**config.mk**
```make
export PLATFORM = sky130hd
export DESIGN_NAME = mii_pattern_generator_flat
export DESIGN_NICKNAME = d
export VERILOG_FILES = /design/src/rtl/mii_pattern_generator_pkg.sv /design/src/rtl/mii_pattern_generator_if.sv /design/src/rtl/mii_pattern_generator.sv /design/src/flat_wrapper.sv
export SDC_FILE = /design/constraint.sdc
export NUM_CORES = 1
export LEC_CHECK = 0
export CORE_AREA = 2 2 151 153
export DETAILED_ROUTE_END_ITERATION = 6
export DIE_AREA = 0 0 153 155
export PLACE_DENSITY_LB_ADDON = 0.15
export SYNTH_ARGS = -nofsm -noshare
export SYNTH_HDL_FRONTEND = slang
export SYNTH_SLANG_ARGS = --single-unit
```
**constraint.sdc**
```tcl
create_clock -name clk -period 5.2 [get_ports clk]
set_input_delay 1.3 -clock clk [delete_from_list [all_inputs] [get_ports clk]]
set_output_delay 1.3 -clock clk [all_outputs]
set_load 0.03 [all_outputs]
```
**src/rtl/mii_pattern_generator_pkg.sv**
```systemverilog
`default_nettype none
// ============================================================================
// Module      : mii_gen_pkg
// Description : Shared types and constants for the MII pattern generator:
//               FSM state encoding, default lane patterns, phase-length helper.
// Revision    : 1.0 - initial release
// ============================================================================
package mii_gen_pkg;

    // Generator state; also names what is currently on the output bus
    typedef enum logic [1:0] {
        IDLE = 2'd0,
        DATA = 2'd1,
        CTRL = 2'd2
    } state_t;

    localparam logic [7:0] C_DEFAULT_DATA_CHAR = 8'hAA;
    localparam logic [7:0] C_DEFAULT_CTRL_CHAR = 8'h55;
    localparam logic [7:0] C_ERR_MASK          = 8'h01;

    // Words still to come after the first word of a DATA phase.
    // A zero length is treated as a one-word phase.
    function automatic logic [15:0] data_remaining(input logic [15:0] len);
        return (len == 16'd0) ? 16'd0 : (len - 16'd1);
    endfunction

endpackage : mii_gen_pkg
`default_nettype wire

```
**src/rtl/mii_pattern_generator_if.sv**
```systemverilog
`default_nettype none
// ============================================================================
// Module      : mii_pattern_generator_if
// Description : Control and data bus of the MII pattern generator. The
//               master side drives the controls and observes the bus; the
//               slave side is the generator itself.
// Revision    : 1.0 - initial release
// ============================================================================
interface mii_pattern_generator_if #(
    parameter int DATA_WIDTH = 64
);
    localparam int LANES = DATA_WIDTH / 8;

    logic                  i_enable;
    logic [15:0]           i_data_len;
    logic [15:0]           i_ctrl_len;
    logic                  i_err_inject;
    logic [DATA_WIDTH-1:0] o_data;
    logic [LANES-1:0]      o_ctrl;
    logic [31:0]           o_word_count;
    logic [31:0]           o_err_count;
    logic                  o_busy;

    modport master (
        output i_enable, i_data_len, i_ctrl_len, i_err_inject,
        input  o_data, o_ctrl, o_word_count, o_err_count, o_busy
    );

    modport slave (
        input  i_enable, i_data_len, i_ctrl_len, i_err_inject,
        output o_data, o_ctrl, o_word_count, o_err_count, o_busy
    );

endinterface : mii_pattern_generator_if
`default_nettype wire

```
**src/rtl/mii_pattern_generator.sv**
```systemverilog
`default_nettype none
// ============================================================================
// Module      : mii_pattern_generator
// Description : Emits alternating DATA / CTRL bursts of fixed byte patterns
//               on an MII-style bus, with optional single-word corruption
//               and running word / error counters.
// Revision    : 1.0 - initial release
// ============================================================================
module mii_pattern_generator
    import mii_gen_pkg::*;
#(
    parameter int         DATA_WIDTH        = 64,
    parameter logic [7:0] DATA_CHAR_PATTERN = C_DEFAULT_DATA_CHAR,
    parameter logic [7:0] CTRL_CHAR_PATTERN = C_DEFAULT_CTRL_CHAR
) (
    input  wire logic clk,
    input  wire logic rst,
    mii_pattern_generator_if.slave bus
);

    localparam int LANES = DATA_WIDTH / 8;

    // state_q always describes the word currently on the outputs
    state_t                state_q,      state_d;
    logic [15:0]           phase_cnt_q,  phase_cnt_d;
    logic [DATA_WIDTH-1:0] data_q,       data_d;
    logic [LANES-1:0]      ctrl_q,       ctrl_d;
    logic [31:0]           word_count_q, word_count_d;
    logic [31:0]           err_count_q,  err_count_d;

    // Next state, phase counter and the next output word
    always_comb begin
        state_d      = state_q;
        phase_cnt_d  = phase_cnt_q;
        data_d       = '0;
        ctrl_d       = '0;
        word_count_d = word_count_q;
        err_count_d  = err_count_q;

        // phase_cnt holds the number of words left in the phase after the
        // one currently displayed; lengths are latched only on phase entry
        case (state_q)
            IDLE: begin
                if (bus.i_enable) begin
                    state_d     = DATA;
                    phase_cnt_d = data_remaining(bus.i_data_len);
                end
            end
            DATA: begin
                if (!bus.i_enable) begin
                    state_d     = IDLE;
                    phase_cnt_d = '0;
                end else if (phase_cnt_q != 16'd0) begin
                    phase_cnt_d = phase_cnt_q - 16'd1;
                end else if (bus.i_ctrl_len == 16'd0) begin
                    // No control phase: start another DATA phase directly
                    phase_cnt_d = data_remaining(bus.i_data_len);
                end else begin
                    state_d     = CTRL;
                    phase_cnt_d = bus.i_ctrl_len - 16'd1;
                end
            end
            CTRL: begin
                if (!bus.i_enable) begin
                    state_d     = IDLE;
                    phase_cnt_d = '0;
                end else if (phase_cnt_q != 16'd0) begin
                    phase_cnt_d = phase_cnt_q - 16'd1;
                end else begin
                    state_d     = DATA;
                    phase_cnt_d = data_remaining(bus.i_data_len);
                end
            end
            default: begin
                state_d     = IDLE;
                phase_cnt_d = '0;
            end
        endcase

        if (state_d == DATA) begin
            data_d = {LANES{DATA_CHAR_PATTERN}};
            ctrl_d = '0;
        end else if (state_d == CTRL) begin
            data_d = {LANES{CTRL_CHAR_PATTERN}};
            ctrl_d = '1;
        end

        // Corruption only applies to a word actually emitted; an inject
        // request arriving while heading to IDLE is discarded
        if (state_d != IDLE) begin
            word_count_d = word_count_q + 32'd1;
            if (bus.i_err_inject) begin
                data_d[7:0] = data_d[7:0] ^ C_ERR_MASK;
                err_count_d = err_count_q + 32'd1;
            end
        end
    end

    // State, counters and output word registers with synchronous reset
    always_ff @(posedge clk) begin
        if (rst) begin
            state_q      <= IDLE;
            phase_cnt_q  <= '0;
            data_q       <= '0;
            ctrl_q       <= '0;
            word_count_q <= '0;
            err_count_q  <= '0;
        end else begin
            state_q      <= state_d;
            phase_cnt_q  <= phase_cnt_d;
            data_q       <= data_d;
            ctrl_q       <= ctrl_d;
            word_count_q <= word_count_d;
            err_count_q  <= err_count_d;
        end
    end

    assign bus.o_data       = data_q;
    assign bus.o_ctrl       = ctrl_q;
    assign bus.o_word_count = word_count_q;
    assign bus.o_err_count  = err_count_q;
    assign bus.o_busy       = (state_q != IDLE);

endmodule : mii_pattern_generator
`default_nettype wire

```
**src/flat_wrapper.sv**
```systemverilog
// flat-port wrapper written by rule: the top's interface ports become plain ports
module mii_pattern_generator_flat import mii_gen_pkg::*;
#(
    parameter int         DATA_WIDTH        = 64,
    parameter logic [7:0] DATA_CHAR_PATTERN = C_DEFAULT_DATA_CHAR,
    parameter logic [7:0] CTRL_CHAR_PATTERN = C_DEFAULT_CTRL_CHAR
)
  (clk, rst, bus_i_enable, bus_i_data_len, bus_i_ctrl_len, bus_i_err_inject, bus_o_data, bus_o_ctrl, bus_o_word_count, bus_o_err_count, bus_o_busy);
  mii_pattern_generator_if #(.DATA_WIDTH(DATA_WIDTH)) bus_i ();
  input  wire logic clk;
  input  wire logic rst;
  input wire logic [$bits(bus_i.i_enable)-1:0] bus_i_enable;
  input wire logic [$bits(bus_i.i_data_len)-1:0] bus_i_data_len;
  input wire logic [$bits(bus_i.i_ctrl_len)-1:0] bus_i_ctrl_len;
  input wire logic [$bits(bus_i.i_err_inject)-1:0] bus_i_err_inject;
  output wire logic [$bits(bus_i.o_data)-1:0] bus_o_data;
  output wire logic [$bits(bus_i.o_ctrl)-1:0] bus_o_ctrl;
  output wire logic [$bits(bus_i.o_word_count)-1:0] bus_o_word_count;
  output wire logic [$bits(bus_i.o_err_count)-1:0] bus_o_err_count;
  output wire logic [$bits(bus_i.o_busy)-1:0] bus_o_busy;
  assign bus_i.i_enable = bus_i_enable;
  assign bus_i.i_data_len = bus_i_data_len;
  assign bus_i.i_ctrl_len = bus_i_ctrl_len;
  assign bus_i.i_err_inject = bus_i_err_inject;
  assign bus_o_data = bus_i.o_data;
  assign bus_o_ctrl = bus_i.o_ctrl;
  assign bus_o_word_count = bus_i.o_word_count;
  assign bus_o_err_count = bus_i.o_err_count;
  assign bus_o_busy = bus_i.o_busy;
  mii_pattern_generator #(.DATA_WIDTH(DATA_WIDTH), .DATA_CHAR_PATTERN(DATA_CHAR_PATTERN), .CTRL_CHAR_PATTERN(CTRL_CHAR_PATTERN)) u_core (.clk(clk), .rst(rst), .bus(bus_i));
endmodule
```
# [Yosys cells after proc, flatten, opt, wreduce, memory -nomap -nowiden]
# Cells that the tools add are included.
[totals] reg_bits=154 elab_cells=46 inputBits=36 output_inout_bits=137
[classes] n_bitwise=1 n_reduce_logical=8 addsub=5 mux=20 eq_ne=5
[op_table] operator="two-way mux 16 bit" n=7
[op_table] operator="adder 32 x 1 -> 32 bit, second input constant" n=2
[op_table] operator="two-way mux 64 bit" n=1
[op_table] operator="two-way mux 63 bit" n=1
[op_table] operator="case mux 16 bit (3 select lines)" n=1
[op_table] operator="subtractor 16 x 1 -> 16 bit, second input constant" n=3
[op_table] operator="logical NOT 16 bit" n=2
[op_table] operator="nonzero test 16 bit" n=1
[op_table] operator="two-way mux 2 bit" n=6
[op_table] operator="two-way mux 8 bit" n=1
[op_table] operator="case mux 2 bit (3 select lines)" n=1
[op_table] operator="== test 2 x 1 -> 1 bit, second input constant" n=2
[op_table] operator="== test 2 bit, second input constant" n=2
[op_table] operator="nonzero test 2 bit" n=2
[op_table] operator="logical NOT 2 bit" n=1
[op_table] operator="two-way mux 1 bit" n=2
[op_table] operator="inequality test 2 bit, second input constant" n=1
[op_table] operator="AND reduction 2 bit" n=1
[op_table] operator="OR reduction 2 bit" n=1
[op_table] operator="inverter 1 bit" n=1

# [Longest topological paths before layout]
[logic_depth] ltp_word=11 depth_mapped=9 mapped_depth_nobuf=8

# [Worst setup path before layout]
# OpenSTA, ideal clock, no wires.
[synth_path] path_kind="input-to-reg" startpoint="input bus_i_ctrl_len[0]" endpoint="register u_core.phase_cnt_q[14]" setup_ns=0.079 setup_slack_ns=2.092 t_required_ns=5.121 n_path_buf=0 t_arrival_ns=3.029 cell_stages=8 path_cell_list="inv_1 -> ha_1 -> nor4b_1 -> nand4_1 -> o21ai_0 -> a31oi_1 -> or4_1 -> o211ai_1"
[synth_between] elab_chain_len=5 elab_cells_between_ends=6 classes_between="add/sub: 1; mux: 4; reduce/logical: 1"
[synth_rtl] item="start, declared" line="flat_wrapper.sv:14" text="input wire logic [$bits(bus_i.i_ctrl_len)-1:0] bus_i_ctrl_len;"
[synth_rtl] item="subtractor 16 x 1 -> 16 bit / logical NOT 16 bit (equally long branches)" line="mii_pattern_generator.sv:60, mii_pattern_generator.sv:55"
[synth_rtl] item="two-way mux 16 bit *" line="mii_pattern_generator.sv:55" text="end else if (bus.i_ctrl_len == 16'd0) begin"
[synth_rtl] item="two-way mux 16 bit *" line="mii_pattern_generator.sv:53" text="end else if (phase_cnt_q != 16'd0) begin"
[synth_rtl] item="two-way mux 16 bit *" line="mii_pattern_generator.sv:50" text="if (!bus.i_enable) begin"
[synth_rtl] item="case mux 16 bit (3 select lines) *" line="mii_pattern_generator.sv:42" text="case (state_q)"
[synth_rtl] item="end signal, assigned" line="mii_pattern_generator.sv:110" text="phase_cnt_q <= phase_cnt_d;"
[synth_rtl] item="end, declared" line="mii_pattern_generator.sv:25" text="logic [15:0] phase_cnt_q, phase_cnt_d;"
# Every way passes the cells marked *; elsewhere a longest branch is shown, timed or not.
# A chain may end at the register's enable or synchronous reset.

# [Final worst setup path]
[layout_path] startpoint="input bus_i_ctrl_len[0]" endpoint="register u_core.phase_cnt_q[15]"
# The elaborated chain is that of the path after synthesis.

==> impl_metrics.yaml <==
clocking:
  cts_buffers: 9
  max-clock-path-buffers: 2
  cts-resized-gates: 0
  cts_root_buf: "clkbuf_16"
  cts_tree: "yes"
  cts_hold_buf: 0
  clkTransAtPathRegs_ns: 0.07
  h-tree-depth: 3
  cts_num_sinks: 85
  clock_latency_ns: 0.35
  post_cts_buffers: 0
critical_path:
  crit_family: "simple AND/OR/NAND/NOR gates"
  start_kind: "input pin"
  slowest_stage: "or4_1"
  end_kind: "flop"
  cp.arrival_ns: 3.84
  path_cells: "clkdlybuf4s50_1 -> inv_1 -> ha_1 -> nor4b_1 -> nand4_1 -> o21ai_0 -> a31oi_1 -> or4_1 -> o211ai_1"
  required_ns: 5.47
  worst-path-buf-inv: 2
  critical_path_class: "input pin to flop"
  slowest_delay_ns: 0.53
  cp_max_fo: 6
floorplan:
  rows: 55
  die_w_um: 153
  coreArea_sq_um: 22200
  io_pins: 173
  dieArea_sq_um: 23700
  fp.dieH_um: 155
  initial_core_util_pct: 24.4
synth:
  synth.top_cells.by_area: "dfxtp_1 31%, buf_4 9.5%, xor2_1 8.5%, nor2_1 6.3%, xnor2_1 5.2%"
  syn_area_sq_um: 5430
  syn_area_per_cell_sq_um: 7.87
  ys_seq_area_share_pct: 31.3
  yosys.area.top_type_share_pct: 31.3
  ys.flop_type: "dfxtp_1"
  yosysTopAreaCell: "dfxtp_1"
  synth_cell_types: 55
  synthCells: 690
  yosys_warnings: 0
  synth-edff-count: 0
  async_flop_share_pct: 0
  synthesis.nets: 732
  synth-seq-cells: 85
drt:
  via_count: 4966
  wl_per_cell_um: 14.6
  drc: 0
  drt_iter0_markers: 214
  drtAntennaViolNets: 0
  via_per_inst: 4.61
  routed_wirelength_um: 15700
  drt_pass1_iterations: 4
timing:
  timing.final.max_slew_violations: 0
  final.period_utilization_pct: 68.6
  fmaxAchievable_ghz: 0.280
  fin_tns_setup_ns: 0
  rsz0062_at_grt: "no"
  finClkSkew_ns: 0.0117
  worstMarginPinSlew_ns: 1.10
  hold_violations: 0
  fin_crit_ns: 3.57
  setup-violations-final: 0
  slew_headroom_pct: 26.3
placed_design:
  dp.cells: 1062
  io_buffers: 172
  place_hpwl_um: 12100
  gp_congestion: 0.854
finish:
  register_area_sq_um: 1700
  fillers: 2348
  antenna_cells: 0
  drive_above_1_share_pct: 4.79
  multi_input_comb_area_sq_um: 3050
  final_nets: 830
  stdcell_count: 1078
  area_growth_pct: 33.2
global_routing:
  antenna_found_initial: 0
  grt_pass1_wl_um: 25400
  grt-ovfl-total: 0
  track_usage_pct: 13.1
  grt_pass1_vias: 4760
  grt_max_degree: 67
pwr:
  p_total_uw: 1670
  vdd_drop_max_v: 0.000108
  powerDensity_nw_per_um2: 230
  total_leakage_power_uw: 0.00246
run:
  maxCapViolations: 0
min_path:
  hold_class: "flop to flop"
outcome:
  status: "finished, final reports clean"
## cell families after synthesis
logic type / after synthesis / share of synthesized area [%]
and+or+nand+nor: 303 / 29.2
adders and majority gates: 6 / 1.38
DFF: 85 / 31.3
xor gates and xnor gates: 85 / 13.7
buffers and inverters: 108 / 12.5
muxes: 5 / 0.944
AOI/OAI and AO/OA: 98 / 11.0
## power breakdown
group / switching (uW) / leakage [uW] / internal [uW]
sequential: 28.4 / 0.000689 / 666
combinational: 182 / 0.00162 / 134
clock: 315 / 0.000149 / 342
total: 526 / 0.00246 / 1140
## state kept, by name, indices dropped and copies added (netlist names)
name / count
u_core.bus.o_word_count: 32
u_core.phase_cnt_q: 16
u_core.bus.o_data: 2
u_core.state_q: 2
u_core.bus.o_ctrl: 1
u_core.bus.o_err_count: 32
## through the flow
stage | util [%] | area (sq um) | setup slack [ns] | hold WS (ns)
6_report | 32.6 | 7240 | 1.63 | 0.493
5_1_grt | 32.6 | 7240 | 1.33 | 0.519
4_1_cts | 32.6 | 7240 | 1.59 | 0.497
3_5_place_dp | 31.2 | 6940 | 1.28 | 0.487
3_3_place_gp | 31.2 | 6940 | 1.38 | 0.491
2_1_floorplan | - | 5430 | 2.09 | 0.474
## cell type report
| type | instances | share of cell area, % |
|---|---|---|
| repair buffers | 178 | 24.3 |
| multi-input cells | 497 | 42.2 |
| clock inverters | 7 | 1.05 |
| clock buffers | 9 | 3.11 |
| inverters | 17 | 0.882 |
| well taps | 285 | 4.93 |
| flip-flops and latches | 85 | 23.5 |
## worst min-delay path, cell delays in order (launching register included)
cell and delay [ns]:
dfxtp_1 0.34, nand2_1 0.06, a21oi_1 0.05
## worst paths after layout
check,cells past startpoint,from,end,slack [ns]
hold reg to reg,2,u_core.bus.o_err_count[1]$_SDFFE_PP0P_,u_core.bus.o_err_count[1]$_SDFFE_PP0P_,0.49
hold / removal,2,u_core.bus.o_err_count[1]$_SDFFE_PP0P_,u_core.bus.o_err_count[1]$_SDFFE_PP0P_,0.49
setup reg to reg,8,u_core.phase_cnt_q[0]$_SDFFE_PP0P_,u_core.phase_cnt_q[15]$_SDFFE_PP0P_,2.34
setup / recovery,9,bus_i_ctrl_len[0],u_core.phase_cnt_q[15]$_SDFFE_PP0P_,1.63
## routing by layer
layer | share of wire (%) | vias to the layer above | global-route usage, %
met1 | 49 | 2256 | 17.9
li1 | - | 2537 | -
met3 | 4.9 | 20 | 2.45
met2 | 45 | 153 | 20.9
met4 | 1.9 | 0 | 4.67
met5 | 0 | - | 0
## layout by cell type, fill, tap and decap left out, types with 2 or more instances in the layout
cell	netlist	final
a211oi_1	4	4
a21o_1	2	2
a21oi_1	32	32
a221oi_1	4	4
a31o_2	2	2
a31oi_1	10	10
and2_1	5	5
and3_1	13	13
and4_1	5	5
buf_4	69	6
clkbuf_16	0	9
clkdlybuf4s50_1	0	171
clkinv_4	0	2
dfxtp_1	85	85
ha_1	6	6
inv_1	17	17
inv_8	0	3
mux2i_1	4	4
nand2_1	45	45
nand2b_1	3	3
nand3_1	43	43
nand4_1	15	15
nand4b_1	3	3
nor2_1	91	91
nor2b_1	4	4
nor3_1	28	28
nor3b_1	5	5
nor4_1	11	11
nor4_4	2	2
nor4b_1	2	2
o211ai_1	3	3
o21ai_0	27	27
o21ba_2	2	2
o31ai_1	2	2
or3_1	11	11
or4_1	10	10
or4_4	2	2
xnor2_1	32	32
xor2_1	53	53
## Yosys cell counts (5+ instances only)
| library cell | number |
|---|---|
| nor4_1 | 11 |
| or3_1 | 11 |
| dfxtp_1 | 85 |
| and4_1 | 5 |
| a21oi_1 | 32 |
| nor2_1 | 91 |
| or4_1 | 10 |
| o21ai_0 | 27 |
| nand2_1 | 45 |
| nand3_1 | 43 |
| and2_1 | 5 |
| buf_4 | 69 |
| nand4_1 | 15 |
| nor3_1 | 28 |
| a31oi_1 | 10 |
| xnor2_1 | 32 |
| nor3b_1 | 5 |
| clkbuf_1 | 15 |
| and3_1 | 13 |
| inv_1 | 17 |
| buf_2 | 5 |
| ha_1 | 6 |
| xor2_1 | 53 |
Note: power is estimated with default switching activity, not from simulation.
